<file path="src/rtl/tenG_xgmii_pkg.sv">
// tenG_xgmii_pkg: XGMII character constants and the RX frame-checker state type,
// shared by the 10G PCS/PMA test-path blocks.
package tenG_xgmii_pkg;

    localparam logic [7:0] XGMII_IDLE    = 8'h07;
    localparam logic [7:0] XGMII_START   = 8'hFB;
    localparam logic [7:0] XGMII_PRE     = 8'h55;
    localparam logic [7:0] XGMII_SFD     = 8'hD5;
    localparam logic [7:0] XGMII_TERM_FD = 8'hFD;
    localparam logic [7:0] XGMII_TERM_FE = 8'hFE;

    typedef enum logic [1:0] {
        IDLE,
        SFD,
        DATA
    } state_e;

endpackage

</file>
<file path="src/rtl/xgmii_term_locate.sv">
// xgmii_term_locate: finds the terminate lane in one XGMII column.
// The search runs from lane 7 (first on the wire) down to lane 0; the first
// control lane carrying the terminate character wins. tail_idle_o reports
// whether every lane below the terminate is a control idle (07, rxc set).
module xgmii_term_locate
    import tenG_xgmii_pkg::*;
#(
    parameter logic [7:0] P_TERM_CHAR = XGMII_TERM_FE
) (
    input  logic [63:0] rxd_i,
    input  logic [7:0]  rxc_i,
    output logic        term_vld_o,
    output logic [2:0]  term_lane_o,
    output logic        tail_idle_o
);

    // Priority search for the terminate lane and qualification of the lanes after it
    always_comb begin
        term_vld_o  = 1'b0;
        term_lane_o = 3'd0;
        tail_idle_o = 1'b1;
        for (int k = 7; k >= 0; k--) begin
            if (!term_vld_o && rxc_i[k] && (rxd_i[8*k +: 8] == P_TERM_CHAR)) begin
                term_vld_o  = 1'b1;
                term_lane_o = 3'(k);
            end else if (term_vld_o && !(rxc_i[k] && (rxd_i[8*k +: 8] == XGMII_IDLE))) begin
                tail_idle_o = 1'b0;
            end
        end
    end

endmodule

</file>
<file path="config.mk">
export PLATFORM = sky130hd
export DESIGN_NAME = xgmii_term_locate
export DESIGN_NICKNAME = d
export VERILOG_FILES = /design/src/rtl/tenG_xgmii_pkg.sv /design/src/rtl/xgmii_term_locate.sv
export SDC_FILE = /design/constraint.sdc
export NUM_CORES = 1
export LEC_CHECK = 0
export BUFFER_PORTS_ARGS = -buffer_cell sky130_fd_sc_hd__buf_2
export CAP_MARGIN = 5
export CELL_PAD_IN_SITES_DETAIL_PLACEMENT = 0
export CELL_PAD_IN_SITES_GLOBAL_PLACEMENT = 2
export CORE_ASPECT_RATIO = 0.9
export CORE_MARGIN = 4
export CORE_UTILIZATION = 10
export DETAILED_ROUTE_END_ITERATION = 8
export PLACE_DENSITY_LB_ADDON = 0.12
export SLEW_MARGIN = 10
export SYNTH_ARGS = -nofsm -noshare
export SYNTH_HDL_FRONTEND = slang
export SYNTH_SLANG_ARGS = --single-unit
</file>
<file path="constraint.sdc">
create_clock -name vclk -period 3.5
set_clock_uncertainty 0.15 [all_clocks]
set_input_delay 0.7 -clock vclk [all_inputs]
set_output_delay 0.7 -clock vclk [all_outputs]
set_load 0.02 [all_outputs]
</file>
==> results.md, run 1 <==
* Netlist Area Pre-Place at around 420 sq um
* Vias at 860
* Final Instance Area at 868 sq um
* Synth cell types at 23
* Hold EP: term_lane_o[0]
* Hold Fails Final Rpt at 0
* Layout cells sized above 1 at around 54%
* Hold_buf cts at 0
* Min Tclk post-route at about 3.3 ns
* Register Area at 0 sq um
* Most common cell after layout, fill and taps aside: buf_2
* Gpl congestion at between 0.6 and 0.7
* Number of max-cap violations at 0
* Fillers at between 400 and 500
* Critical Path Sink Type: primary output
* Ant diodes at 0
* WL/cell at ~11 microns
* Final wirelength at approximately 2100 microns
* Initial antenna violation count at 0
* Initial Utilization at 10.4%
* Final setup fails at 0
* GR Overflow Total at 0
* Worst-margin pin slew at ~0.7 ns
* DP Worst Slack at roughly 0.19 ns
* Worst hold stages at 5
* Static Leak at between 0.4 and 0.5 nW
* DP Cell Count at around 200
* Achievable clock frequency at 302 MHz
* Outcome: finished, final reports clean
* Ys Warns at 0
* Clk_buf instances at 0
* Max-slew headroom at between 50% and 60%
* Fin util at a little over a fifth
* Commonest non-fill, non-tap cells in the layout: buf_2 (77), nor4_1 (13), nand3_1 (10)
* Vias in the first global route at around 850
* Die Y at 69.7 microns
* Largest net degree at the start of global routing at 5
* Post-CTS repair timing setup buffer count at 0
* Footprint of the multi-input gates at 397 sq um
* Final worst path period share at between 90 and 100%
* Area Growth Syn to Fin at 105%
* Worst Setup SP: rxd_i[27]
* Sequential cells at 0
* Hold WC Path Type: input port to primary output
* Post_cts resized at 0
* I/O pin count at between 70 and 80
* Synth Area per Inst at 5.79 sq um
* CORE AREA at 4070 sq um
* Die area at 5340 sq um
* Post-Layout Cell Count at ~200
* Fin nets at 224
* Syn Nets at between 100 and 150
* Residual DRC at 0
* Sequential share of the synthesized area at 0%
* Die Width at about 77 microns
* Setup TNS at 0 ns
* Total track usage at about 7.2%
* Critical path class: input port to primary output
* Power per cell area at 67.2 nW/um^2
* Worst hold slack at 1.69 ns
* DR iter-0 viols at 16
* Setup WS post-layout at between 0.15 and 0.2 ns
* Placed cell areas at 868 sq um
* Worst min-delay path startpoint: rxd_i[56]
* Critical Path RT at ~2.7 ns
* Synthesized instance count at 73
* RSZ-0062 raised after global routing: false
* Maximum fanout along the worst path at 2
* First-pass detailed-route iteration total at 4
* IO Port Bufs at 77
* CP arrival at around 2.5 ns
* Max VDD drop at 0.0189 mV
* Final Power at 0.0584 mW
* Final slew viol count at 0
* # rows at 22
* First-pass GRT wire length at about 3400 microns
* Worst setup SP type: input port
* Average via count per standard cell at around 4.3
* Antenna Violating Nets Remaining at 0
==> worst max-delay path by stage <==
stage | endpoint | slack, ns
after floorplan | tail_idle_o | 0.31
after global routing | tail_idle_o | 0.11
after detailed placement | tail_idle_o | 0.19
final | tail_idle_o | 0.19
after CTS | tail_idle_o | 0.18
after global placement | tail_idle_o | 0.21
==> worst max-delay path, stage by stage <==
cell	delay [ns]
buf_2	0.10
or4b_1	0.50
or4_4	0.45
nor3_2	0.17
a22oi_1	0.11
nor4_2	0.22
buf_2	0.21
==> cells by family (layout without fill, tap and decap cells) <==
kind of cell | Yosys count | count (layout) | share of synthesized area [%]
compound gates | 11 | 11 | 14.5
buf+inv | 7 | 84 | 6.21
simple gates | 55 | 55 | 79.3
==> Yosys cell counts, drive strengths merged <==
cell	n	area, sq um
inv	7	26.3
or4b	2	20.0
nor4	14	93.8
or2b	1	7.51
nor3	2	15.0
and3	1	6.26
nand4b	1	8.76
nor3b	1	7.51
a21oi	5	28.8
o21ai	5	25.0
nand3	10	50.1
nand2b	1	6.26
nor2	4	15.0
nand2	7	26.3
nand4	6	37.5
a22oi	1	7.51
or4	4	33.8
nand3b	1	7.51
==> area by class of cell <==
class	count	area share (%)
Tap cell	48	6.92
Inverter	7	3.03
Multi-Input combinational cell	66	45.7
Timing Repair Buffer	77	44.4
==> routing by layer <==
metal,vias up,part of all wire (%),wire length [microns],global-route usage (%)
met5,-,0,0,0
met4,0,0,0,0
met3,0,12,247,1.95
met2,43,47,985,13.0
met1,369,41,858,9.00
li1,448,-,-,-
==> power by group <==
| group | switching (mW) | total, mW | leakage [nW] | internal [mW] |
|---|---|---|---|---|
| sequential | 0 | 0 | 0 | 0 |
| combinational | 0.0234 | 0.0584 | 0.428 | 0.0350 |
| clock | 0 | 0 | 0 | 0 |
| total | 0.0234 | 0.0584 | 0.428 | 0.0350 |
No activity file was read; power rests on OpenSTA's default activity.
==> run 2, diff against run 1 <==
==> constraint.sdc (replaced) <==
create_clock -name vclk -period 3.5
set_clock_uncertainty 0.15 [all_clocks]
set_input_delay 0.175 -clock vclk [all_inputs]
set_output_delay 0.175 -clock vclk [all_outputs]
set_load 0.02 [all_outputs]
==> results.md, run 2 (synthesized netlist as in run 1, its figures left out) <==
* First-pass GRT wire length at 3450 microns (+1.6%)
* WP buf/inv at 2 (unchanged)
* Number of max-cap violations at 0 (unchanged)
* Clk_buf instances at 0 (unchanged)
* Vias at 852 (-0.93%)
* Initial Utilization at 10.4% (unchanged)
* First-pass detailed-route iteration total at 4 (unchanged)
* Maximum fanout along the worst path at 2 (unchanged)
* Worst-margin pin slew at 0.701 ns (+0.00988 ns)
* Min Tclk post-route at 2.26 ns (-1.05 ns)
* Final wirelength at 2080 microns (-0.72%)
* Post-Layout Cell Count at 198 (unchanged)
* Largest net degree at the start of global routing at 5 (unchanged)
* Register Area at 0 sq um (unchanged)
* Pint at 0.0350 mW (about the same)
* Final setup fails at 0 (unchanged)
* Layout cells sized above 1 at 54.0% (unchanged)
* DR iter-0 viols at 25 (+9)
* Gpl congestion at 0.680 (unchanged)
* WL/cell at 10.5 microns (-0.72%)
* Top delay family on crit path: simple AND/OR/NAND/NOR gates
* Outcome: finished, final reports clean
* Residual DRC at 0 (unchanged)
* Hold_buf cts at 0 (unchanged)
* DP Cell Count at 198 (unchanged)
* Share of power burned in the clock network at 0% (unchanged)
* # rows at 22 (unchanged)
* Most common cell after layout, fill and taps aside: buf_2
* Initial antenna violation count at 0 (unchanged)
* CP arrival at 1.93 ns (-0.53 ns)
* I/O pin count at 77 (unchanged)
* Crit path cell chain: buf_2, or4b_1, or4_4, nor3_2, a22oi_1, nor4_2, buf_2
* Fillers at 480 (-1.2%)
* IO Port Bufs at 77 (unchanged)
* CP most frequent cell: buf_2
* Antenna Violating Nets Remaining at 0 (unchanged)
* Achievable clock frequency at 443 MHz (+46%)
* Critical Path Slowest Stage Cell: or4b_1
* Final worst path period share at 64.5% (-30 points)
* Static Leak at 0.428 nW (unchanged)
* Critical path class: input port to primary output
* Ant diodes at 0 (unchanged)
* Area Growth Syn to Fin at 105% (unchanged)
* RSZ-0062 raised after global routing: false
* Final slew viol count at 0 (unchanged)
* Die Width at 76.6 microns (unchanged)
* Switching share of power at 40.3% (+0.18 points)
* Post-DP HPWL at ~2000 microns
* Commonest non-fill, non-tap cells in the layout: buf_2 (77), nor4_1 (13), nand3_1 (10)
* Max incr delay on CP at 0.50 ns (about the same)
* Die area at 5340 sq um (unchanged)
* Total track usage at 7.29% (+0.11 points)
* Post-CTS repair timing setup buffer count at 0 (unchanged)
* Critical Path RT at 3.17 ns (+0.52 ns)
* Comb pwr share at 100.0% (about the same)
* Setup TNS at 0 ns (unchanged)
* Seq pwr share at 0% (unchanged)
* Worst setup SP type: input port
* Max VDD drop at 0.0223 mV (+18%)
* Critical Path Sink Type: primary output
* Max-slew headroom at 52.8% (-0.67 points)
* Die Y at 69.7 microns (unchanged)
* Fin nets at 224 (unchanged)
* Hold WC Path Type: input port to primary output
* Power per cell area at 67.4 nW/um^2 (+0.31%)
* CORE AREA at 4070 sq um (unchanged)
* Vias in the first global route at 882 (+4.1%)
* Net Switching at 0.0236 mW (+0.76%)
* Hold Fails Final Rpt at 0 (unchanged)
* GR Overflow Total at 0 (unchanged)
* Average via count per standard cell at 4.30 (-0.93%)
* Post_cts resized at 0 (unchanged)
* Sequential cells at 0 (unchanged)
[run 2: cell counts in the layout (fill, tap and decap cells not counted)]
Identical to the previous run, type by type.
[run 2: worst paths after layout]
check                 slack, ns      start        endpoint  cells after the start
worst max-delay path       1.24  rxd_i[27]     tail_idle_o                      7
worst min-delay path       0.64  rxd_i[56]  term_lane_o[0]                      5
[run 2: final cells by class]
type                       count  area [sq um]  share of cell area (%)
multi-input combinational     66           397                    45.7
tap                           48          60.1                    6.92
timing repair buffer          77           385                    44.4
inverter                       7          26.3                    3.03
[run 2: per-stage QoR]
step	hold WS, ns	area (sq um)	setup WS [ns]	total power, mW	util [%]
after floorplan	0.454	423	1.36	0.0132	-
after global placement	0.647	868	1.26	0.0577	21.3
after detailed placement	0.659	868	1.25	0.0588	21.3
after CTS	0.660	868	1.24	0.0589	21.3
after global routing	0.695	868	1.18	0.0668	21.3
final	0.641	868	1.24	0.0586	21.3
[run 2: worst min-delay path, cell delays in order]
cell     delay (ns)
buf_2          0.07
nor4_1         0.07
inv_1          0.07
o21ai_1        0.06
buf_2          0.16
[run 2: power groups by stage]
stage               sequential, mW  combinational [mW]  clock, mW
floorplan                        0              0.0132          0
global placement                 0              0.0577          0
detailed placement               0              0.0588          0
CTS                              0              0.0589          0
global route                     0              0.0668          0
finish                           0              0.0586          0
[run 2: metal layers]
metal | part of all wire [%] | vias to the layer above | track usage, % | wire length [microns]
met5 | 0 | - | 0 | 0
met4 | 0 | 0 | 0 | 0
met2 | 47 | 39 | 13.2 | 974
li1 | - | 452 | - | -
met3 | 11 | 0 | 2.08 | 223
met1 | 42 | 361 | 9.08 | 877
==> run 3, diff against run 2 <==
Clock period 3.5 ns to 2.2 ns, I/O delays scaled along.
==> results.md, run 3 (synthesized netlist as in run 1, its figures left out) <==
* Die Y at 69.7 microns (unchanged)
* Achievable clock frequency at about 490 MHz
* First-pass detailed-route iteration total at 4 (unchanged)
* Crit path cell chain: buf_2, or4b_1, or4_4, nor3_4, a22oi_1, nor4_2, buf_4
* IO Port Bufs at 77 (unchanged)
* Register Area at 0 sq um (unchanged)
* Most common cell after layout, fill and taps aside: buf_2
* Vias at 855 (+0.35%)
* WL/cell at 10.4 microns (-1.0%)
* # rows at 22 (unchanged)
* RSZ-0062 raised after global routing: false
* Fillers at 471 (-1.9%)
* Hold Fails Final Rpt at 0 (unchanged)
* Initial antenna violation count at 0 (unchanged)
* Initial Utilization at 10.4% (unchanged)
* CP arrival at 1.77 ns (-0.16 ns)
* Outcome: finished, final reports clean
* Static Leak at 0.455 nW (+6.3%)
* Top delay family on crit path: simple AND/OR/NAND/NOR gates
* WP buf/inv at 2 (unchanged)
* Max VDD drop at 0.0252 mV (+13%)
* Critical Path Sink Type: primary output
* DP Cell Count at 200 (+1.0%)
* Final setup fails at 0 (unchanged)
* Area Growth Syn to Fin at 111%
* Fin nets at 226 (+0.89%)
* Total track usage at 7.42% (+0.14 points)
* Die area at 5340 sq um (unchanged)
* Average via count per standard cell at 4.28 (-0.65%)
* Gpl congestion at 0.681 (+0.18%)
* Critical Path RT at 1.94 ns (-1.23 ns)
* Commonest non-fill, non-tap cells in the layout: buf_2 (76), nor4_1 (13), nand3_1 (10)
* Final worst path period share at 92.2%
* Number of max-cap violations at 0 (unchanged)
* Min Tclk post-route at 2.03 ns
* Post-Layout Cell Count at 200 (+1.0%)
* Hold WC Path Type: input port to primary output
* Residual DRC at 0 (unchanged)
* Footprint of the multi-input gates at 403 sq um (+1.6%)
* DR iter-0 viols at 22 (-12%)
* Critical Path Slowest Stage Cell: or4b_1
* CORE AREA at 4070 sq um (unchanged)
* Largest net degree at the start of global routing at 5 (unchanged)
* First-pass GRT wire length at 3530 microns (+2.2%)
* Setup TNS at 0 ns (unchanged)
* Post-DP HPWL at 1990 microns (+0.21%)
* GR Overflow Total at 0 (unchanged)
* Final slew viol count at 0 (unchanged)
* Die Width at 76.6 microns (unchanged)
* Layout cells sized above 1 at 54.6% (+0.61 points)
* Max-slew headroom at 54.9% (+2.1 points)
* Power per cell area at 105 nW/um^2 (+56%)
* Critical path class: input port to primary output
* Final wirelength at 2070 microns (about the same)
* Max incr delay on CP at 0.50 ns (about the same)
* Clk_buf instances at 0 (unchanged)
* Vias in the first global route at 895 (+1.5%)
* Maximum fanout along the worst path at 2 (unchanged)
* Post-CTS repair timing setup buffer count at 0 (unchanged)
* Sequential cells at 0 (unchanged)
* Worst-margin pin slew at 0.671 ns (-0.0305 ns)
* Ant diodes at 0 (unchanged)
* Antenna Violating Nets Remaining at 0 (unchanged)
* I/O pin count at 77 (unchanged)
* Worst setup SP type: input port
-- run 3: cell types whose count changed in the layout (fill, tap and decap cells not counted), sizes merged --
cell | before | now
buf | 77 | 79
-- run 3: per-stage QoR --
stage	worst slack [ns]	util [%]	hold slack [ns]	instance area [sq um]	power, mW
6_report	0.172	21.9	0.545	892	0.0941
5_1_grt	0.0454	21.9	0.621	892	0.107
4_1_cts	0.0836	21.7	0.548	883	0.0940
3_5_place_dp	0.0925	21.7	0.550	883	0.0937
3_3_place_gp	0.0911	21.7	0.542	883	0.0918
2_1_floorplan	0.189	-	0.324	423	0.0210
-- run 3: what timing repair did --
| item | CTS | global route |
|---|---|---|
| setup endpoints to repair | 0 | 1 |
| resized for setup | 0 | 2 |
| hold buffers | 0 | 0 |
-- run 3: worst paths after layout --
path	from	to	slack, ns	depth (start not counted)
hold / removal	rxd_i[48]	term_lane_o[0]	0.54	4
setup / recovery	rxd_i[27]	tail_idle_o	0.17	7
-- run 3: area by class of cell --
| cell class | count | share of cell area (%) |
|---|---|---|
| tap | 48 | 6.73 |
| timing repair buffer | 79 | 45.2 |
| multi-input combinational | 66 | 45.2 |
| inverter | 7 | 2.95 |
-- run 3: worst min-delay path, delay by kind of cell --
family          cells  cell delay [ns]
compound gates      1             0.13
buf+inv             2             0.27
simple gates        1             0.08
-- run 3: report_power, final --
part           total [mW]  switching (mW)  internal, mW
clock network           0               0             0
logic              0.0941          0.0380        0.0561
registers               0               0             0
total              0.0941          0.0380        0.0561
-- run 3: metal layers --
layer  wire, microns  part of all wire [%]  GRT usage, %  vias to the layer above
met5               0                     0             0                        -
met4               0                     0             0                        0
met3             243                    12          2.47                        0
met2             953                    46          13.8                       39
met1             876                    42          8.77                      361
li1                -                     -             -                      455
